==> src/rtl/matrix_cfg_bridge.sv <==
`default_nettype none
// ============================================================================
// Module      : matrix_cfg_bridge
// Description : AXI4-Lite slave that programs and reads the coupling-matrix
//               weights and holds the ising_rstn control register.
//               Optional macro BRIDGE_SLVERR_EN: SLVERR on out-of-range access.
// Revision    : 1.0 - initial release
// ============================================================================
module matrix_cfg_bridge #(
    parameter int N      = 8,
    parameter int RD_LAT = 2
) (
    input  logic                 clk,
    input  logic                 axi_rstn,
    input  logic [31:0]          s_axi_awaddr,
    input  logic                 s_axi_awvalid,
    output logic                 s_axi_awready,
    input  logic [31:0]          s_axi_wdata,
    input  logic                 s_axi_wvalid,
    output logic                 s_axi_wready,
    output logic [1:0]           s_axi_bresp,
    output logic                 s_axi_bvalid,
    input  logic                 s_axi_bready,
    input  logic [31:0]          s_axi_araddr,
    input  logic                 s_axi_arvalid,
    output logic                 s_axi_arready,
    output logic [31:0]          s_axi_rdata,
    output logic [1:0]           s_axi_rresp,
    output logic                 s_axi_rvalid,
    input  logic                 s_axi_rready,
    output logic                 ising_rstn,
    output logic                 wready,
    output logic                 wr_match,
    output logic [$clog2(N)-1:0] s_addr,
    output logic [$clog2(N)-1:0] d_addr,
    output logic                 s_gt_d,
    output logic [31:0]          wdata,
    input  logic [31:0]          rdata
);

    localparam int LOG2N = $clog2(N);
    localparam int CNT_W = (RD_LAT > 2) ? $clog2(RD_LAT) : 1;

    localparam logic [2:0] c_IDLE     = 3'd0;
    localparam logic [2:0] c_WR_ISSUE = 3'd1;
    localparam logic [2:0] c_WR_RESP  = 3'd2;
    localparam logic [2:0] c_RD_WAIT  = 3'd3;
    localparam logic [2:0] c_RD_RESP  = 3'd4;

    localparam logic [1:0] c_TGT_MAT  = 2'd0;
    localparam logic [1:0] c_TGT_CTRL = 2'd1;
    localparam logic [1:0] c_TGT_OOR  = 2'd2;

    localparam logic [1:0]       c_RESP_OKAY = 2'b00;
    localparam logic [CNT_W-1:0] c_CNT_INIT  = CNT_W'(RD_LAT - 1);
`ifdef BRIDGE_SLVERR_EN
    localparam logic [1:0]  c_OOR_RESP  = 2'b10;
    localparam logic [31:0] c_OOR_RDATA = 32'hDEAD_BEEF;
`else
    localparam logic [1:0]  c_OOR_RESP  = 2'b00;
    localparam logic [31:0] c_OOR_RDATA = 32'h0000_0000;
`endif

    // Word index layout: {out-of-range bits, ctrl bit, s, d}
    function automatic logic [1:0] f_target(input logic [29:0] word);
        logic [1:0] tgt;
        if (word[29:2*LOG2N+1] != '0)
            tgt = c_TGT_OOR;
        else if (word[2*LOG2N])
            tgt = (word[2*LOG2N-1:0] == '0) ? c_TGT_CTRL : c_TGT_OOR;
        else
            tgt = c_TGT_MAT;
        return tgt;
    endfunction

    logic [2:0]       r_state;
    logic             r_aw_held, r_w_held, r_rd_ctrl;
    logic [29:0]      r_awaddr;
    logic [1:0]       r_wr_tgt;
    logic [CNT_W-1:0] r_cnt;
    logic             r_bvalid, r_rvalid, r_ising_rstn;
    logic [1:0]       r_bresp, r_rresp;
    logic [31:0]      r_rdata, r_wdata;
    logic             r_mat_wready, r_wr_match, r_s_gt_d;
    logic [LOG2N-1:0] r_s_addr, r_d_addr;

    logic [29:0]      w_wr_word, w_rd_word;
    logic [LOG2N-1:0] w_wr_s, w_wr_d, w_rd_s, w_rd_d;
    logic [1:0]       w_wr_tgt, w_rd_tgt;
    logic             w_idle, w_aw_hs, w_w_hs, w_ar_hs, w_wr_go;
    logic             w_unused;

    assign w_idle    = (r_state == c_IDLE);
    assign w_wr_word = r_aw_held ? r_awaddr : s_axi_awaddr[31:2];
    assign w_rd_word = s_axi_araddr[31:2];
    assign w_wr_s    = w_wr_word[2*LOG2N-1:LOG2N];
    assign w_wr_d    = w_wr_word[LOG2N-1:0];
    assign w_rd_s    = w_rd_word[2*LOG2N-1:LOG2N];
    assign w_rd_d    = w_rd_word[LOG2N-1:0];
    assign w_wr_tgt  = f_target(w_wr_word);
    assign w_rd_tgt  = f_target(w_rd_word);
    assign w_unused  = ^{s_axi_awaddr[1:0], s_axi_araddr[1:0]};

    // A pending or same-cycle write beat blocks AR so the write always wins
    assign s_axi_awready = w_idle & ~r_aw_held;
    assign s_axi_wready  = w_idle & ~r_w_held;
    assign s_axi_arready = w_idle & ~r_aw_held & ~r_w_held & ~s_axi_awvalid & ~s_axi_wvalid;

    assign w_aw_hs = s_axi_awvalid & s_axi_awready;
    assign w_w_hs  = s_axi_wvalid & s_axi_wready;
    assign w_ar_hs = s_axi_arvalid & s_axi_arready;
    assign w_wr_go = (r_aw_held | w_aw_hs) & (r_w_held | w_w_hs);

    always_ff @(posedge clk or negedge axi_rstn) begin
        if (!axi_rstn) begin
            r_state      <= c_IDLE;
            r_aw_held    <= 1'b0;
            r_w_held     <= 1'b0;
            r_rd_ctrl    <= 1'b0;
            r_awaddr     <= '0;
            r_wr_tgt     <= c_TGT_MAT;
            r_cnt        <= '0;
            r_bvalid     <= 1'b0;
            r_rvalid     <= 1'b0;
            r_ising_rstn <= 1'b0;
            r_bresp      <= c_RESP_OKAY;
            r_rresp      <= c_RESP_OKAY;
            r_rdata      <= '0;
            r_wdata      <= '0;
            r_mat_wready <= 1'b0;
            r_wr_match   <= 1'b0;
            r_s_gt_d     <= 1'b0;
            r_s_addr     <= '0;
            r_d_addr     <= '0;
        end else begin
            r_mat_wready <= 1'b0;
            case (r_state)
                c_IDLE: begin
                    if (w_aw_hs) begin
                        r_aw_held <= 1'b1;
                        r_awaddr  <= s_axi_awaddr[31:2];
                    end
                    if (w_w_hs) begin
                        r_w_held <= 1'b1;
                        r_wdata  <= s_axi_wdata;
                    end
                    if (w_wr_go) begin
                        r_state  <= c_WR_ISSUE;
                        r_wr_tgt <= w_wr_tgt;
                        if (w_wr_tgt == c_TGT_MAT) begin
                            r_mat_wready <= 1'b1;
                            r_wr_match   <= 1'b1;
                            r_s_addr     <= w_wr_s;
                            r_d_addr     <= w_wr_d;
                            r_s_gt_d     <= (w_wr_s > w_wr_d);
                        end
                    end else if (w_ar_hs) begin
                        r_cnt     <= c_CNT_INIT;
                        r_rd_ctrl <= (w_rd_tgt == c_TGT_CTRL);
                        if (w_rd_tgt == c_TGT_OOR) begin
                            r_rdata  <= c_OOR_RDATA;
                            r_rresp  <= c_OOR_RESP;
                            r_rvalid <= 1'b1;
                            r_state  <= c_RD_RESP;
                        end else begin
                            r_state <= c_RD_WAIT;
                            if (w_rd_tgt == c_TGT_MAT) begin
                                r_wr_match <= 1'b1;
                                r_s_addr   <= w_rd_s;
                                r_d_addr   <= w_rd_d;
                                r_s_gt_d   <= (w_rd_s > w_rd_d);
                            end
                        end
                    end
                end
                c_WR_ISSUE: begin
                    r_wr_match <= 1'b0;
                    if (r_wr_tgt == c_TGT_CTRL)
                        r_ising_rstn <= r_wdata[0];
                    r_bresp  <= (r_wr_tgt == c_TGT_OOR) ? c_OOR_RESP : c_RESP_OKAY;
                    r_bvalid <= 1'b1;
                    r_state  <= c_WR_RESP;
                end
                c_WR_RESP: begin
                    if (s_axi_bready) begin
                        r_bvalid  <= 1'b0;
                        r_aw_held <= 1'b0;
                        r_w_held  <= 1'b0;
                        r_state   <= c_IDLE;
                    end
                end
                c_RD_WAIT: begin
                    if (r_cnt == '0) begin
                        r_wr_match <= 1'b0;
                        r_rdata    <= r_rd_ctrl ? {31'b0, r_ising_rstn} : rdata;
                        r_rresp    <= c_RESP_OKAY;
                        r_rvalid   <= 1'b1;
                        r_state    <= c_RD_RESP;
                    end else begin
                        r_cnt <= r_cnt - 1'b1;
                    end
                end
                c_RD_RESP: begin
                    if (s_axi_rready) begin
                        r_rvalid <= 1'b0;
                        r_state  <= c_IDLE;
                    end
                end
                default: r_state <= c_IDLE;
            endcase
        end
    end

    assign s_axi_bvalid = r_bvalid;
    assign s_axi_bresp  = r_bresp;
    assign s_axi_rvalid = r_rvalid;
    assign s_axi_rresp  = r_rresp;
    assign s_axi_rdata  = r_rdata;
    assign ising_rstn   = r_ising_rstn;
    assign wready       = r_mat_wready;
    assign wr_match     = r_wr_match;
    assign s_addr       = r_s_addr;
    assign d_addr       = r_d_addr;
    assign s_gt_d       = r_s_gt_d;
    assign wdata        = r_wdata;

endmodule
`default_nettype wire
==> config.mk <==
export PLATFORM = sky130hd
export DESIGN_NAME = matrix_cfg_bridge
export DESIGN_NICKNAME = d
export VERILOG_FILES = /design/src/rtl/matrix_cfg_bridge.sv
export SDC_FILE = /design/constraint.sdc
export NUM_CORES = 1
export LEC_CHECK = 0
export CAP_MARGIN = 20
export CORE_MARGIN = 4
export CORE_UTILIZATION = 58
export DETAILED_ROUTE_END_ITERATION = 10
export DONT_BUFFER_PORTS = 1
export PLACE_DENSITY = 0.74
export SLEW_MARGIN = 20
export SYNTH_ARGS = -nofsm -noshare
export SYNTH_HDL_FRONTEND = slang
export SYNTH_SLANG_ARGS = --single-unit
==> constraint.sdc <==
create_clock -name clk -period 5.3 [get_ports clk]
set_clock_uncertainty 0.1 [all_clocks]
set_input_delay 0.53 -clock clk [delete_from_list [all_inputs] [get_ports clk]]
set_output_delay 0.53 -clock clk [all_outputs]
set_load 0.01 [all_outputs]
==> impl_metrics.ini <==
[floorplan]
design.core.area_um2 = 8340
fp.dieW_um = 101
io_pins = 218
die_h_um = 101
num_rows = 33
initial_core_util = 0.605
die_area_um2 = 10300

[global_routing]
grt_usage = 0.224
grt_overflow = 0
grt_first_pass_wirelength_mm = 17.8
antenna_found_initial = 0
grt_max_degree = 116
grt_pass1_vias = 3456

[clock_network]
hold_buffers = 3
cts_setup_buffers = 0
cts_inserted_buffers = 17
ctsResizeCount = 0
cts.sinks = 115
cts_max_level = 4
cts_tree = yes
clkTransAtPathRegs_ns = 0.06
ctsRootBufferMaster = clkbuf_8
clk_latency_ns = 0.51
clockBufferDepth = 2

[critical_path]
path_cells = or3_4 -> o41a_1 -> o22a_1 -> nor3_4 -> a22o_1
worstRegToRegCells = 5
critPathKind = reg2reg
arrival_ns = 3.28
crit_path_end_kind = flop
cp_slowest_cell = nor3_4
crit_fanout = 31
max_stage_delay_ns = 0.82
r2r-end = s_axi_rdata[12]
critPathLaunch = r_aw_held
worstPathRequired_ns = 5.64
r2r_slack_ns = 2.36
start_kind = flop
rr_startpoint = r_aw_held

[timing]
max_freq_mhz = 341
hold_viol_final = 0
fin_crit_ns = 2.94
maxSlewViolCount = 0
setup-violations-final = 0
worst_pin_slew_ns = 1.06
rsz0062_at_grt = no
setup_tns_ns = 0
maxSlewHeadroom = 0.291
period_share = 0.554

[final_layout]
drive_gt1_frac = 0.279
antennaDiodeCount = 0
fin_area_um2 = 5710
fin_nets = 536
fillers = 608
final_cell_mix = dfrtp_1 (115), mux2_2 (68), a22o_1 (32)
area_delta_synth_final_pct = 13.1
layout_commonest_cell = dfrtp_1

[detailed_routing]
drtAntennaViolNets = 0
wl_met3_mm = 1.20
via_per_inst = 6.22
wirelength_mm = 11.3
maxUsedRoutingLayer = met4
met2_length_mm = 5.70
drt_iter0_drc = 168
post_drt_wl_per_cell_um = 22.0
num_vias = 3191
wl_met1_mm = 4.26
drcViolationCount = 0
dr.pass1.iters = 4

[logic_synthesis]
synthDistinctLibCells = 45
seq_area_frac_synth = 0.570
ys_seq_elements = 115
async_flop_share = 1.00
syn_inst = 391
synth_warnings = 0
synth-edff-count = 0
ys.flop_type = dfrtp_1
synth.avg_cell_area_um2 = 12.9
syn_area_um2 = 5050

[power_and_ir_drop]
switchingPower_mw = 1.20
ir_drop_mv = 0.271
seqPwrFrac = 0.455
power_frac_comb = 0.236
p_sw_frac = 0.333
leakagePower_nw = 2.58
clkPwrFrac = 0.309
intPower_mw = 2.40
power_density_nw_per_um2 = 631

[run_status]
status = finished clean

[placed_design]
portBuffers = 0
gp_congestion = 0.826
hpwl_mm = 8.21
placed_area_um2 = 5070

[run]
maxCapViolCount = 0

[worst_hold_path]
min_from = rdata[6]
holdPathStages = 1
hold_end = s_axi_rdata[6]
hold_path.class = in2reg
[final cells by class]
cell class | instances | area (um^2) | area share
Clock buffer | 19 | 442 | 0.0773
Clock inverter | 13 | 148 | 0.0259
Inverter | 13 | 48.8 | 0.00855
Multi-Input combinational cell | 242 | 1990 | 0.348
Sequential cell | 115 | 2880 | 0.504
Tap cell | 105 | 131 | 0.0230
Timing Repair Buffer | 6 | 77.6 | 0.0136
[cell families (layout without fill, tap and decap cells)]
kind of cell,count (synthesis),in the layout,synth area share
simple gates,80,80,0.0870
compound gates,73,73,0.113
fa+ha+maj,6,6,0.0149
mux,79,79,0.174
flops,115,115,0.570
other cells,1,4,0.000743
buf+inv,37,51,0.0401
[flip-flops by register name (all words and copies together), names as in the netlist]
name          count
r_aw_held         1
r_rd_ctrl         1
s_gt_d            1
ising_rstn        1
wdata            32
wready            1
d_addr            3
r_wr_tgt          2
wr_match          1
r_w_held          1
r_state           3
r_awaddr         30
r_cnt             1
s_addr            3
s_axi_rvalid      1
s_axi_rdata      32
s_axi_bvalid      1
[power by group through the flow]
stage	registers [mW]	logic (mW)	clock network [mW]
after floorplan	1.52	0.765	0
after global placement	1.64	0.788	0
after detailed placement	1.66	0.830	0
after CTS	1.64	0.856	1.13
after global routing	1.69	0.963	1.18
final	1.64	0.851	1.11
[routing by layer]
metal | up-vias | global-route usage
met1 | 1569 | 0.266
met5 | - | 0
met4 | 0 | 0.0746
met3 | 14 | 0.0909
li1 | 1456 | -
met2 | 152 | 0.373
[per-stage QoR]
| step | hold slack, ns | std cells | power, mW | worst slack (ns) | utilization |
|---|---|---|---|---|---|
| CTS | 0.0310 | 512 | 3.63 | 2.36 | 0.684 |
| global placement | 0.137 | 476 | 2.43 | 2.38 | 0.606 |
| floorplan | 0.134 | 394 | 2.28 | 3.00 | - |
| global route | 0.0254 | 513 | 3.83 | 2.12 | 0.685 |
| detailed placement | 0.137 | 477 | 2.49 | 2.38 | 0.607 |
| finish | 0.0504 | 513 | 3.60 | 2.36 | 0.685 |
[worst max-delay path by stage]
| stage | end | depth (start not counted) |
|---|---|---|
| floorplan | d_addr[0] | 6 |
| global placement | r_awaddr[13] | 5 |
| detailed placement | s_axi_rdata[24] | 5 |
| CTS | s_axi_rdata[12] | 5 |
| global route | s_axi_rdata[12] | 5 |
| finish | s_axi_rdata[12] | 5 |
[critical path: cells and delay by family, from the launching register on]
kind	cells	cell delay (ns)
AND/OR/NAND/NOR	2	1.32
AO/OA/AOI/OAI	3	0.82
flip-flops	1	0.61
[synth_stat cells, types with 3 or more instances]
library cell	count	area share
buf_6	5	0.011
inv_1	13	0.0097
o31ai_1	3	0.0045
nor4_1	17	0.021
ha_1	6	0.015
nand4_1	3	0.0037
a21oi_1	7	0.0069
nor3_1	5	0.0050
dfrtp_1	115	0.57
o21ai_0	12	0.012
a22o_1	32	0.056
mux2_2	68	0.15
nand3_1	5	0.0050
buf_4	4	0.0059
mux2i_1	9	0.018
buf_2	9	0.0089
nor4b_1	3	0.0052
nand2_1	23	0.017
clkbuf_1	5	0.0037
nor2_1	13	0.0097
a21o_1	3	0.0045
No activity file was read; power rests on OpenSTA's default activity.
